===== src/rtl/mem_arb_pkg.sv =====
// Shared definitions for the CPU/display memory arbiter: FSM encoding, grant ids, defaults.
// No logic here; latency and backpressure are properties of mem_arbiter.
package mem_arb_pkg;

    typedef enum logic [1:0] {
        IDLE  = 2'd0,
        ISSUE = 2'd1,
        WAIT  = 2'd2,
        RESP  = 2'd3
    } state_t;

    localparam logic GRANT_CPU = 1'b0;
    localparam logic GRANT_VGA = 1'b1;

    localparam int DEF_ADDR_W  = 32;
    localparam int DEF_DATA_W  = 32;
    localparam int DEF_MEM_LAT = 1;

endpackage


===== src/rtl/rr_arb2.sv =====
// Two-way round-robin pick (bit 0 = CPU, bit 1 = display); purely combinational, zero latency.
// On a tie the requester that did not win last time goes first; no backpressure of its own.
module rr_arb2
    import mem_arb_pkg::*;
(
    input  logic [1:0] req,
    input  logic       last,
    output logic       grant
);

    always_comb begin
        grant = GRANT_CPU;
        if (req == 2'b11) begin
            grant = ~last;
        end else if (req[1]) begin
            grant = GRANT_VGA;
        end
    end

endmodule


===== src/rtl/mem_arbiter.sv =====
// Shares one synchronous memory between a CPU port and a read-only display port, one access at a time.
// Request to ack is MEM_LAT+2 cycles; requests arriving outside IDLE wait, held req lines are the backpressure.
module mem_arbiter
    import mem_arb_pkg::*;
#(
    parameter int ADDR_W  = DEF_ADDR_W,
    parameter int DATA_W  = DEF_DATA_W,
    parameter int MEM_LAT = DEF_MEM_LAT
) (
    input  logic              clock,
    input  logic              resetn,
    input  logic              cpu_req,
    input  logic              cpu_we,
    input  logic [ADDR_W-1:0] cpu_addr,
    input  logic [DATA_W-1:0] cpu_wdata,
    output logic              cpu_ack,
    output logic [DATA_W-1:0] cpu_rdata,
    input  logic              vga_req,
    input  logic [ADDR_W-1:0] vga_addr,
    output logic              vga_ack,
    output logic [DATA_W-1:0] vga_rdata,
    output logic              mem_en,
    output logic              mem_we,
    output logic [ADDR_W-1:0] mem_addr,
    output logic [DATA_W-1:0] mem_wdata,
    input  logic [DATA_W-1:0] mem_rdata
);

    localparam logic [2:0] LAT_LAST = 3'(MEM_LAT - 1);

    state_t            state_q, state_d;
    logic              grant_q, grant_d;
    logic              last_grant_q, last_grant_d;
    logic [2:0]        cnt_q, cnt_d;
    logic [ADDR_W-1:0] addr_q, addr_d;
    logic              we_q, we_d;
    logic [DATA_W-1:0] wdata_q, wdata_d;
    logic [DATA_W-1:0] cpu_rdata_q, cpu_rdata_d;
    logic [DATA_W-1:0] vga_rdata_q, vga_rdata_d;
    logic              cpu_ack_q, cpu_ack_d;
    logic              vga_ack_q, vga_ack_d;
    logic              mem_en_q, mem_en_d;
    logic              mem_we_q, mem_we_d;
    logic              arb_grant;

    rr_arb2 u_rr_arb2 (
        .req   ({vga_req, cpu_req}),
        .last  (last_grant_q),
        .grant (arb_grant)
    );

    always_comb begin
        state_d      = state_q;
        grant_d      = grant_q;
        last_grant_d = last_grant_q;
        cnt_d        = cnt_q;
        addr_d       = addr_q;
        we_d         = we_q;
        wdata_d      = wdata_q;
        cpu_rdata_d  = cpu_rdata_q;
        vga_rdata_d  = vga_rdata_q;
        case (state_q)
            IDLE: begin
                if (cpu_req || vga_req) begin
                    state_d      = ISSUE;
                    grant_d      = arb_grant;
                    last_grant_d = arb_grant;
                    if (arb_grant == GRANT_CPU) begin
                        addr_d  = cpu_addr;
                        we_d    = cpu_we;
                        wdata_d = cpu_wdata;
                    end else begin
                        // display fetches are read-only, so never carry a write
                        addr_d  = vga_addr;
                        we_d    = 1'b0;
                        wdata_d = '0;
                    end
                end
            end
            ISSUE: begin
                state_d = WAIT;
                cnt_d   = 3'd0;
            end
            WAIT: begin
                if (cnt_q == LAT_LAST) begin
                    state_d = RESP;
                    cnt_d   = 3'd0;
                    if (grant_q == GRANT_CPU) begin
                        cpu_rdata_d = mem_rdata;
                    end else begin
                        vga_rdata_d = mem_rdata;
                    end
                end else begin
                    cnt_d = cnt_q + 3'd1;
                end
            end
            RESP:    state_d = IDLE;
            default: state_d = IDLE;
        endcase

        // Strobes and acks are registered from the next state so they line up with it.
        mem_en_d  = (state_d == ISSUE);
        mem_we_d  = (state_d == ISSUE) && we_d;
        cpu_ack_d = (state_d == RESP) && (grant_d == GRANT_CPU);
        vga_ack_d = (state_d == RESP) && (grant_d == GRANT_VGA);
    end

    always_ff @(posedge clock) begin
        if (!resetn) begin
            state_q      <= IDLE;
            grant_q      <= GRANT_CPU;
            last_grant_q <= GRANT_VGA;
            cnt_q        <= 3'd0;
            addr_q       <= '0;
            we_q         <= 1'b0;
            wdata_q      <= '0;
            cpu_rdata_q  <= '0;
            vga_rdata_q  <= '0;
            cpu_ack_q    <= 1'b0;
            vga_ack_q    <= 1'b0;
            mem_en_q     <= 1'b0;
            mem_we_q     <= 1'b0;
        end else begin
            state_q      <= state_d;
            grant_q      <= grant_d;
            last_grant_q <= last_grant_d;
            cnt_q        <= cnt_d;
            addr_q       <= addr_d;
            we_q         <= we_d;
            wdata_q      <= wdata_d;
            cpu_rdata_q  <= cpu_rdata_d;
            vga_rdata_q  <= vga_rdata_d;
            cpu_ack_q    <= cpu_ack_d;
            vga_ack_q    <= vga_ack_d;
            mem_en_q     <= mem_en_d;
            mem_we_q     <= mem_we_d;
        end
    end

    assign cpu_ack   = cpu_ack_q;
    assign vga_ack   = vga_ack_q;
    assign cpu_rdata = cpu_rdata_q;
    assign vga_rdata = vga_rdata_q;
    assign mem_en    = mem_en_q;
    assign mem_we    = mem_we_q;
    assign mem_addr  = addr_q;
    assign mem_wdata = wdata_q;

endmodule


===== config.mk =====
export PLATFORM = sky130hd
export DESIGN_NAME = mem_arbiter
export DESIGN_NICKNAME = d
export VERILOG_FILES = /design/src/rtl/mem_arb_pkg.sv /design/src/rtl/rr_arb2.sv /design/src/rtl/mem_arbiter.sv
export SDC_FILE = /design/constraint.sdc
export NUM_CORES = 1
export LEC_CHECK = 0
export ABC_AREA = 1
export BUFFER_PORTS_ARGS = -buffer_cell sky130_fd_sc_hd__buf_2
export CAP_MARGIN = 20
export CORE_UTILIZATION = 45
export CTS_BUF_LIST = sky130_fd_sc_hd__clkbuf_8
export DETAILED_ROUTE_END_ITERATION = 16
export PLACE_DENSITY = 0.81
export RECOVER_POWER = 100
export SLEW_MARGIN = 20
export SYNTH_ARGS = -nofsm -noshare
export SYNTH_HDL_FRONTEND = slang
export SYNTH_HIERARCHICAL = 1
export SYNTH_SLANG_ARGS = --single-unit
export TNS_END_PERCENT = 50

===== constraint.sdc =====
create_clock -name clock -period 1.7 [get_ports clock]
set_input_delay 0.085 -clock clock [delete_from_list [all_inputs] [get_ports clock]]
set_output_delay 0.085 -clock clock [all_outputs]
set_load 0.03 [all_outputs]

==> impl_metrics.ini, run 1 <==
[run_status]
status = completed

[detailed_routing]
avgViaCountPerCell = 4.90
drtIter0Drc = 474
drt-total-wl_mm = 17.3
num_vias = 6077
route.detailed.drc = 0
dr.pass1.iters = 5
final_antenna_net_count = 0
avgRoutedWirePerCell_um = 14.0

[place]
portBuffers = 264
gp_congestion = 0.843
hpwl_mm = 9.87
dp.cells = 1105

[job]
cap_violations = 0

[floorplan]
start_util_pct = 47.0
core_um2 = 11700
die_y_um = 112
die_width_um = 112
dieArea_um2 = 12600
io_pins = 265
rows = 39

[global_routing]
grt.busiest_layer = met2
grt_pass1_wl_mm = 27.8
antenna_found_initial = 1
use_met3_pct = 7.18
grt_use_met2_pct = 49.8
grt_max_degree = 67
grtUsageTotal_pct = 27.9
grt_pass1_vias = 6108
grt-ovfl-total = 0
met1_usage_pct = 28.8

[synthesis]
synth_edf_count = 0
muxShareOfSynthArea_pct = 0
yosysTopAreaCell = dfxtp_1
synth_most_common_cell = nor2_1
yosys-top-cells-area = dfxtp_1 (51%), nor2_1 (18%), o21ai_0 (12%)
syn-cell-area_um2 = 5480
ys_warn_count = 6
synth-simple-area-share_pct = 25.7
ys_types = 24
synth_top_family_by_area = simple AND/OR/NAND/NOR gates
synthFlopType = dfxtp_1
synth_nets = 873
synth_commonest_cells = nor2_1 (265), dfxtp_1 (140), o21ai_0 (130)
synth_top_area_share_pct = 51.1
synth-seq-area-share_pct = 51.1
synth_compound_area_share_pct = 12.9
syn_area_per_cell_um2 = 7.46
synth_fa_ha_area_share_pct = 1.14
synth_cells = 735
synth-seq-cells = 140
synth-xor-area-share_pct = 0
async_flop_share_pct = 0

[critical_path]
critical-path-max-stage-delay_ps = 330
crit_slowest_cell = dfxtp_1
critPathKind = flop to flop
cp_max_fo = 64
cp_cell_sequence = inv_1, ha_1, inv_1, nor2_4, buf_12, nor2_1, nor3_1
cp-end-kind = flop
cp.arrival_ps = 1940
critical_path_required_ps = 2040
cp_common_cell = inv_1
reg2reg_slack_ps = 110
crit_path_start_kind = flop

[power_and_ir_drop]
power_density_nw_per_um2 = 1650
power_mw = 13.5
p_leak_nw = 3.72
vdd_drop_max_uv = 663

[clocking]
postCtsSetupBuffers = 0
tritoncts = yes
insertion_delay_ps = 440
numClockSinks = 140
cts.htree.levels = 4
clkSlewWorstSetupHoldPaths_ps = 70
root_buffer = clkbuf_8
cts_buffers = 17
max-clock-path-buffers = 2

[sta]
setup_viol = 0
slew_headroom_pct = 65.7
grt_setup_unrepaired = true
fin_crit_sh_pct = 93.7
whs_ps = 28.2
drv_slew = 0
fin_skew_ps = 10.1
min_period_ps = 1590
hold_viol = 0
fmax_ghz = 0.628
tightest_slew_ps = 515

[layout]
syn_to_final_growth_pct = 48.4
regArea_um2 = 2800
multi_input_area_um2 = 2210
nFillCells = 922
fin_cells = 1240
layout-drive-gt1-share_pct = 16.8
fin_nets = 1221

[hold_path]
hold_class = primary input to flop
## cells in the final DEF, fill, tap and decap left out, types with 6 or more instances in the layout
cell type      instances
buf_12                 6
buf_2                132
clkbuf_1             132
clkbuf_8              17
dfxtp_1              140
dlygate4sd3_1        102
inv_1                 54
nand2_1               45
nor2_1               264
nor3_1                30
o21ai_0              130
## metal layers
layer | wire length [um] | vias up
met5 | 0 | -
met4 | 996 | 0
met3 | 1160 | 92
met2 | 8720 | 297
met1 | 6440 | 2681
li1 | - | 3007
## flip-flops by register name (all words and copies together), names as in the netlist
register and flops:
we_q 1, state_q 2, cpu_ack 1, cpu_rdata 32
vga_ack 1, mem_wdata 32, mem_we 1, last_grant_q 1
vga_rdata 32, cnt_q 3, mem_addr 32, grant_q 1
mem_en 1
## area by class of cell
cell class	count	share of cell area [%]
Clock buffer	17	2.88
Multi-Input combinational cell	496	27.1
Sequential cell	140	34.5
Timing Repair Buffer	376	28.7
Antenna cell	1	0.0308
Tap cell	143	2.20
Inverter	52	2.43
Clock inverter	15	2.25
## cells by family (layout without fill, tap and decap cells)
group	count (synthesis)	in the layout
compound gates	139	139
fa+ha+maj	5	5
other cells	0	1
simple gates	352	352
flops	140	140
buf+inv	99	460
## through the flow
stage                     setup slack [ps]  TNS (ps)  util [%]  area [um2]
after floorplan                        363         0         -        5480
after global placement                 185         0      58.8        6860
after detailed placement               108         0      58.8        6860
after CTS                             63.6         0      71.1        8300
after global routing                 -8.00     -8.00      69.8        8140
final                                  106         0      69.8        8140
## final timing paths
kind | from | end | depth (start not counted)
max | state_q[0]$_SDFF_PN0_ | mem_wdata[9]$_SDFFE_PN0P_ | 7
min | vga_addr[6] | mem_addr[6]$_SDFFE_PN0P_ | 5
max reg2reg | state_q[0]$_SDFF_PN0_ | mem_wdata[9]$_SDFFE_PN0P_ | 7
min reg2reg | cpu_rdata[4]$_SDFFE_PN0P_ | cpu_rdata[4]$_SDFFE_PN0P_ | 2
## what timing repair did
item                       in CTS  in global routing
hold buffers                  102                  0
resized for setup               0                  6
setup endpoints to repair       0                 57
hold endpoints to repair      121                  0
## power breakdown
part           leakage [nW]  internal [mW]  switching, mW
registers              1.15           4.25          0.488
clock network         0.215           1.57           1.23
logic                  2.35           1.68           4.23
total                  3.72           7.51           5.95
## critical path: cells and delay by family, from the launching register on
kind	cells	cell delay [ps]
buffers and inverters	3	460
AND/OR/NAND/NOR	3	480
flip-flops	1	330
adder cells (fa/ha/maj)	1	230
Note: power is estimated with default switching activity, not from simulation.
==> run 2, diff against run 1 <==
--- a/config.mk
+++ b/config.mk
@@ -5,13 +5,12 @@
 export SDC_FILE = /design/constraint.sdc
 export NUM_CORES = 1
 export LEC_CHECK = 0
-export ABC_AREA = 1
 export BUFFER_PORTS_ARGS = -buffer_cell sky130_fd_sc_hd__buf_2
 export CAP_MARGIN = 20
 export CORE_UTILIZATION = 45
 export CTS_BUF_LIST = sky130_fd_sc_hd__clkbuf_8
 export DETAILED_ROUTE_END_ITERATION = 16
-export PLACE_DENSITY = 0.81
+export PLACE_DENSITY = 0.79
 export RECOVER_POWER = 100
 export SLEW_MARGIN = 20
 export SYNTH_ARGS = -nofsm -noshare
==> run 2 against run 1 <==
Effect of this change: the flow now finishes with violations (negative hold slack); clock power down 4%; cell count down 12%; routed wire length up 11%; core utilization up 2.7 points; total power down 13%; sequential share of layout area up 0.63 points; clock skew down 2.5 ps.
==> impl_metrics.ini, run 2 <==
[clocking]
root_buffer = clkbuf_8
clkSlewWorstSetupHoldPaths_ps = 80
postCtsSetupBuffers = 0
cts_buffers = 17
insertion_delay_ps = 440
tritoncts = yes
cts.htree.levels = 4
max-clock-path-buffers = 2
numClockSinks = 140

[detailed_routing]
num_vias = 5877
avgRoutedWirePerCell_um = 17.5
drt-total-wl_mm = 19.2
route.detailed.drc = 0
avgViaCountPerCell = 5.36
drtIter0Drc = 519
dr.pass1.iters = 5
final_antenna_net_count = 0

[run_status]
violations = negative hold slack
status = finished, violations left

[global_routing]
grt_max_degree = 72
grtUsageTotal_pct = 30.3
grt-ovfl-total = 0
grt_pass1_wl_mm = 27.4
antenna_found_initial = 1
grt_pass1_vias = 5601

[sta]
tightest_slew_ps = 561
setup_tns_ps = 0
fmax_ghz = 0.603
min_period_ps = 1660
fin_skew_ps = 7.57
hold_viol = 1
drv_slew = 0
setup_ws_ps = 42.1
setup_viol = 0
slew_headroom_pct = 62.6
fin_crit_sh_pct = 97.5
whs_ps = -0.717

[layout]
final_cell_mix = dfxtp_1 (140), buf_2 (132), clkbuf_1 (132)
fin_nets = 1080
layout-drive-gt1-share_pct = 19.1
nFillCells = 823
regArea_um2 = 2800
syn_to_final_growth_pct = 53.7
multi_input_area_um2 = 2160
layout_commonest_cell = dfxtp_1
final_util_pct = 72.4

[hold_path]
hold_depth = 3
hold_class = primary input to flop
min_from = vga_addr[1]

[synthesis]
yosysTopAreaCell = dfxtp_1
synth-seq-area-share_pct = 53.9
synth_cells = 585
synth_edf_count = 0
synth_top_area_share_pct = 53.9
synthFlopType = dfxtp_1
synth_most_common_cell = dfxtp_1
syn-cell-area_um2 = 5200
synth_nets = 723
synth_commonest_cells = dfxtp_1 (140), nand2_1 (98), nand3_1 (65)
syn_area_per_cell_um2 = 8.88
yosys-top-cells-area = dfxtp_1 (54%), nand2_1 (7.1%), mux2i_1 (6.5%)
ys_warn_count = 6
muxShareOfSynthArea_pct = 6.55
synth_top_family_by_area = simple AND/OR/NAND/NOR gates
synth-seq-cells = 140
synth_compound_area_share_pct = 15.7
synth-xor-area-share_pct = 0
synth_fa_ha_area_share_pct = 1.20
synth-simple-area-share_pct = 18.0
ys_types = 31
async_flop_share_pct = 0

[critical_path]
r2r_start = state_q[0]$_SDFF_PN0_
rr_worst_depth = 6
reg2reg_slack_ps = 40
crit_path_start_kind = flop
critPathKind = flop to flop
cp_max_fo = 33
timing.critical_path.from = state_q[0]$_SDFF_PN0_
cp.arrival_ps = 2030
critical_path_required_ps = 2070
cp-end-kind = flop

[power_and_ir_drop]
power_density_nw_per_um2 = 1470
vdd_drop_max_uv = 914
power_mw = 11.7
p_leak_nw = 3.32

[floorplan]
core_um2 = 11000
io_pins = 265
dieArea_um2 = 12000
start_util_pct = 47.1
die_y_um = 109
die_width_um = 109
rows = 38

[place]
hpwl_mm = 9.59
gp_congestion = 0.769
post-place-ws_ps = 146
portBuffers = 264

[job]
cap_violations = 0
==> run 2: path summary, 6_finish.rpt <==
check                                     to
setup reg to reg  mem_wdata[24]$_SDFFE_PN0P_
setup / recovery  mem_wdata[24]$_SDFFE_PN0P_
hold reg to reg    mem_wdata[2]$_SDFFE_PN0P_
hold / removal      mem_addr[1]$_SDFFE_PN0P_
==> run 2: area by class of cell <==
class,count,area share (%)
Sequential cell,140,35.1
Inverter,7,0.329
Clock inverter,10,1.22
Tap cell,140,2.19
Clock buffer,22,3.79
Multi-Input combinational cell,390,27.0
Timing Repair Buffer,386,30.4
Antenna cell,1,0.0313
==> run 2: critical path, stage by stage (launching register included) <==
cell and delay, ps:
dfxtp_1 340, inv_1 80, ha_1 230, o21ai_2 100
buf_4 370, nand2_1 260, a21oi_1 210
==> run 2: cell families after synthesis <==
| family | Yosys count |
|---|---|
| AND/OR/NAND/NOR | 213 |
| flip-flops | 140 |
| AO/OA/AOI/OAI | 138 |
| buffers and inverters | 55 |
| multiplexers | 34 |
| adder cells (fa/ha/maj) | 5 |
==> run 2: layer usage <==
| metal | wire (um) | GRT usage [%] |
|---|---|---|
| met1 | 6790 | 31.0 |
| met2 | 9400 | 51.9 |
| met3 | 2060 | 12.3 |
| met4 | 929 | 18.4 |
| met5 | 0 | 0 |
==> run 2: through the flow <==
| step | std cells | area, um2 |
|---|---|---|
| after global placement | 952 | 6630 |
| final | 1096 | 7990 |
| after floorplan | 585 | 5200 |
| after detailed placement | 952 | 6630 |
| after CTS | 1091 | 8100 |
| after global routing | 1095 | 7990 |
==> run 2: report_power, final <==
group,leakage (nW),switching [mW],internal [mW],total (mW)
Sequential,1.14,0.386,3.98,4.36
Combinational,1.96,3.31,1.37,4.68
Clock,0.220,1.22,1.47,2.69
==> run 2: repair_timing <==
item	4_1_cts	5_1_grt
setup endpoints to repair	0	3
resized for setup	0	3
endpoints found under the hold margin	118	2
hold buffers	107	3
